## config.mk

```make
export PLATFORM = sky130hd
export DESIGN_NAME = amiga_clk_ctrl
export DESIGN_NICKNAME = d
export VERILOG_FILES = /design/src/rtl/amiga_clk_ctrl.sv
export SDC_FILE = /design/constraint.sdc
export NUM_CORES = 1
export LEC_CHECK = 0
export ABC_AREA = 1
export BUFFER_PORTS_ARGS = -buffer_cell sky130_fd_sc_hd__buf_2
export CAP_MARGIN = 5
export CELL_PAD_IN_SITES_DETAIL_PLACEMENT = 0
export CELL_PAD_IN_SITES_GLOBAL_PLACEMENT = 2
export CORE_UTILIZATION = 35
export DETAILED_ROUTE_END_ITERATION = 8
export PLACE_DENSITY_LB_ADDON = 0.05
export SETUP_SLACK_MARGIN = 0.05
export SLEW_MARGIN = 20
export SYNTH_ARGS = -nofsm -noshare
export SYNTH_HDL_FRONTEND = slang
export SYNTH_SLANG_ARGS = --single-unit
```

## constraint.sdc

```tcl
create_clock -name clk -period 2.9 [get_ports clk]
set_input_delay 0.29 -clock clk [delete_from_list [all_inputs] [get_ports clk]]
set_output_delay 0.29 -clock clk [all_outputs]
set_load 0.05 [all_outputs]
```

## src/rtl/amiga_clk_ctrl.sv

```systemverilog
// Chipset clock controller: PLL-lock synchronizer, stretched system reset, and
// 7 MHz / 3.5 MHz / E-clock timing enables derived from the 28 MHz clock.
module amiga_clk_ctrl #(
    parameter int LOCK_STABLE_CYCLES = 1024,
    parameter int LOCK_CNT_W         = 11
) (
    input  logic       clk,
    input  logic       reset_n,
    input  logic       pll_locked,
    output logic       sys_reset_n,
    output logic       clk7_en,
    output logic       clk7n_en,
    output logic       c1,
    output logic       c3,
    output logic       cck,
    output logic       eclk,
    output logic [7:0] lock_loss_cnt
);

    typedef enum logic [1:0] {
        WAIT_LOCK = 2'd0,
        STABILIZE = 2'd1,
        RUN       = 2'd2
    } state_t;

    // The WAIT_LOCK cycle that sees lk_s counts toward the stable window,
    // so STABILIZE terminates one count early.
    localparam logic [LOCK_CNT_W-1:0] CNT_LAST = LOCK_CNT_W'(LOCK_STABLE_CYCLES - 2);

    logic                  lk_meta;
    logic                  lk_s;
    state_t                state;
    state_t                state_nxt;
    logic [LOCK_CNT_W-1:0] lock_cnt;
    logic [LOCK_CNT_W-1:0] lock_cnt_nxt;
    logic [7:0]            loss_nxt;
    logic [2:0]            ph;
    logic [2:0]            ph_nxt;
    logic [3:0]            e_cnt;
    logic [3:0]            e_cnt_nxt;
    logic                  run_nxt;
    logic                  stay_run;

    always_comb begin
        state_nxt    = state;
        lock_cnt_nxt = lock_cnt;
        loss_nxt     = lock_loss_cnt;
        case (state)
            WAIT_LOCK: begin
                lock_cnt_nxt = '0;
                if (lk_s) state_nxt = STABILIZE;
            end
            STABILIZE: begin
                if (!lk_s) begin
                    state_nxt    = WAIT_LOCK;
                    lock_cnt_nxt = '0;
                end else if (lock_cnt == CNT_LAST) begin
                    state_nxt    = RUN;
                    lock_cnt_nxt = '0;
                end else begin
                    lock_cnt_nxt = lock_cnt + 1'b1;
                end
            end
            RUN: begin
                if (!lk_s) begin
                    state_nxt = WAIT_LOCK;
                    if (lock_loss_cnt != 8'hFF) loss_nxt = lock_loss_cnt + 8'd1;
                end
            end
            default: begin
                state_nxt    = WAIT_LOCK;
                lock_cnt_nxt = '0;
            end
        endcase
    end

    // Phase and E-counter advance only while RUN persists across the edge;
    // entering or leaving RUN forces them to 0 so outputs never glitch.
    always_comb begin
        run_nxt   = (state_nxt == RUN);
        stay_run  = (state == RUN) && run_nxt;
        ph_nxt    = stay_run ? ph + 3'd1 : 3'd0;
        e_cnt_nxt = 4'd0;
        if (stay_run) begin
            if (clk7_en) e_cnt_nxt = (e_cnt == 4'd9) ? 4'd0 : e_cnt + 4'd1;
            else         e_cnt_nxt = e_cnt;
        end
    end

    always_ff @(posedge clk) begin
        if (!reset_n) begin
            lk_meta       <= 1'b0;
            lk_s          <= 1'b0;
            state         <= WAIT_LOCK;
            lock_cnt      <= '0;
            lock_loss_cnt <= 8'd0;
            ph            <= 3'd0;
            e_cnt         <= 4'd0;
            sys_reset_n   <= 1'b0;
            clk7_en       <= 1'b0;
            clk7n_en      <= 1'b0;
            c1            <= 1'b0;
            c3            <= 1'b0;
            cck           <= 1'b0;
            eclk          <= 1'b0;
        end else begin
            lk_meta       <= pll_locked;
            lk_s          <= lk_meta;
            state         <= state_nxt;
            lock_cnt      <= lock_cnt_nxt;
            lock_loss_cnt <= loss_nxt;
            ph            <= ph_nxt;
            e_cnt         <= e_cnt_nxt;
            sys_reset_n   <= run_nxt;
            clk7_en       <= run_nxt && (ph_nxt[1:0] == 2'd3);
            clk7n_en      <= run_nxt && (ph_nxt[1:0] == 2'd1);
            c1            <= run_nxt && !ph_nxt[2];
            c3            <= run_nxt && (ph_nxt[2] ^ ph_nxt[1]);
            cck           <= run_nxt && !ph_nxt[2];
            eclk          <= run_nxt && (e_cnt_nxt >= 4'd6);
        end
    end

endmodule
```

==> metrics.md <==
| Metric | Value |
|---|---|
| Status | complete, no violations |
| Post-synth EDFFs | 0 |
| Avg Cell Area, Syn | 7.29 sq um |
| Io pins | 18 |
| Max FO, Critical Path | 12 |
| First-pass GRT wire length | 6.11 mm |
| Primary FF master, synth | dfxtp_1 |
| H-tree levels | 2 |
| CTS resizes | 0 |
| DR vias | 1445 |
| CP required | 3.09 ns |
| Share of cells above drive strength 1 | 0.164 |
| Util after Layout | 0.419 |
| N_diodes | 0 |
| Crit start category | flop |
| Remaining DRCs | 0 |
| Detailed Route WL | 3.46 mm |
| Slew headroom | 0.631 |
| FP Rows | 25 |
| Reg clk slew, reported paths | 0.08 ns |
| Final Max Slew Viols | 0 |
| Area delta synth->final | 14.9% |
| Nature of the critical path endpoint | flop |
| Area contributors post-synth | dfxtp_1, nand2_1, nor2_1 |
| Setup_tns | 0 ns |
| Number of buffers inserted by port buffering | 17 |
| Placer Congestion | 0.700 |
| Minimum clock period | 1.44 ns |
| Final hold vios | 0 |
| Maxcap violations | 0 |
| Die width | 72.1 um |
| Critical path class | flop to flop |
| Detail Route Antenna Nets | 0 |
| Fmax | 695 MHz |
| CORE AREA | 4720 sq um |
| Yosys warns | 0 |
| Post-DP Area | 1850 sq um |
| CTS tree | built |
| Commonest cells in the netlist | nand2_1, dfxtp_1, nor2_1, inv_1, a21oi_1 |
| Top-count cell post-synth | nand2_1 |
| Worst slew pin tran | 0.553 ns |
| Initial core utilization | 0.364 |
| Pwr Density | 505 nW/um^2 |
| Hpwl dp | 2.41 mm |
| Synth Cell Area | 1720 sq um |
| Area of the multi-input gates | 853 sq um |
| Distinct cells, synth | 30 |
| Met1 wire length | 1.86 mm |
| Post-synthesis sequential area ratio | 0.419 |
| Post-synth top area cell | dfxtp_1 |
| Fill count | 480 |
| Tot GR Track Use | 0.153 |
| Vias/cell | 4.47 |
| Leak | 0.791 nW |
| Final setup fails | 0 |
| Latest clock arrival within the worst-skew pair | 0.29 ns |
| Die Area | 5200 sq um |
| CTS buffer count | 5 |
| Clk_skew | 0.00378 ns |
| Largest net degree at the start of global routing | 18 |
| Final net count | 262 |
| Initial DRT Pass Iterations | 4 |
| Reg area | 721 sq um |
| Largest buffer count on any clock path | 2 |
| # hold bufs at CTS | 0 |
| Cell area after layout | 1980 sq um |
| Ys async rst share | 0 |
| Synth Register Bits | 36 |
| Max IR drop VDD | 0.254 mV |
| Postcts setup bufs | 0 |
| Routed WL per cell | 10.7 um |
| Root Buffer | clkbuf_8 |
| Synth Net Count | 243 |
| Initial antenna violation count | 0 |
| Critical Path AT | 1.63 ns |
| Top sig layer | met4 |
| Metal2 WL | 1.41 mm |
| Clock tree sinks | 36 |
| Synth Instances | 236 |
| Crit share post-route | 0.496 |
| Synth top area share | 0.419 |
| Vias in the first global route | 1349 |
| Die Height | 72.1 um |
| Worst min path class | input port to flop |
| DR WL met3 | 124 um |
| Overflow after GRT | 0 |
| Detailed Route Iter0 Violations | 64 |
| Unrepaired setup endpoints after global routing | no |
through the flow:
step	cells	hold slack [ns]	power (mW)	setup slack [ns]
2_1_floorplan	236	0.388	0.518	1.24
3_3_place_gp	315	0.411	0.524	1.48
3_5_place_dp	315	0.403	0.524	1.46
4_1_cts	323	0.167	1.02	1.46
5_1_grt	323	0.179	1.04	1.24
6_report	323	0.177	0.999	1.46
kinds of logic after synthesis:
logic type	share of synthesized area
simple gates	0.345
flops	0.419
buf+inv	0.0851
compound gates	0.101
xor+xnor	0.0204
fa+ha+maj	0.0291
layout by cell type (no fill, tap or decap), types with 2 or more instances in the layout:
cell type	Yosys	routed
a21oi_1	17	17
and2_1	2	2
buf_2	1	17
clkbuf_8	0	7
dfxtp_1	36	36
ha_1	4	4
inv_1	24	24
inv_2	3	3
nand2_1	62	62
nand2_2	4	4
nand3_1	11	11
nand3b_1	3	3
nand4_1	6	6
nor2_1	29	29
nor2_4	4	4
nor3_1	4	4
o21ai_0	9	9
xnor2_1	2	2
xor2_1	2	2
per-layer routing:
metal | up-vias | GRT usage
met3 | 7 | 0.0375
met2 | 26 | 0.228
li1 | 792 | -
met5 | - | 0
met1 | 620 | 0.210
met4 | 0 | 0.0654
worst paths after layout:
kind,slack (ns),from,end,cells past startpoint
max reg2reg,1.46,lock_cnt[0],lock_cnt[10],9
max,1.46,lock_cnt[0],lock_cnt[10],9
min,0.18,pll_locked,lk_meta,3
min reg2reg,0.42,lk_meta,lk_s,2
registers in the layout, indices dropped and copies added (netlist names), 2 cells and up:
| signal | cells |
|---|---|
| lock_loss_cnt | 8 |
| lock_cnt | 11 |
| e_cnt | 4 |
| ph | 3 |
| state | 2 |
worst max-delay path: stages (launching register included):
cell and delay [ns]:
dfxtp_1 0.32, inv_1 0.12, ha_1 0.17, nand2_1 0.06, nor2_1 0.17, nand3_4 0.20, nand2_1 0.13, nor2_1 0.06
nor2_1 0.08, nor2_1 0.04
cell type report:
| class | instances | share of cell area |
|---|---|---|
| Inverter | 28 | 0.0544 |
| Clock inverter | 1 | 0.0152 |
| Sequential cell | 36 | 0.365 |
| Clock buffer | 7 | 0.0487 |
| Multi-Input combinational cell | 167 | 0.432 |
| Timing Repair Buffer | 17 | 0.0430 |
| Tap cell | 67 | 0.0424 |
report_power, final:
group / switching [mW] / internal [mW] / leakage [nW]
clock network: 0.184 / 0.303 / 0.0645
logic: 0.0114 / 0.00327 / 0.436
registers: 0.00106 / 0.496 / 0.290
Power figures use the tool's default switching activity.
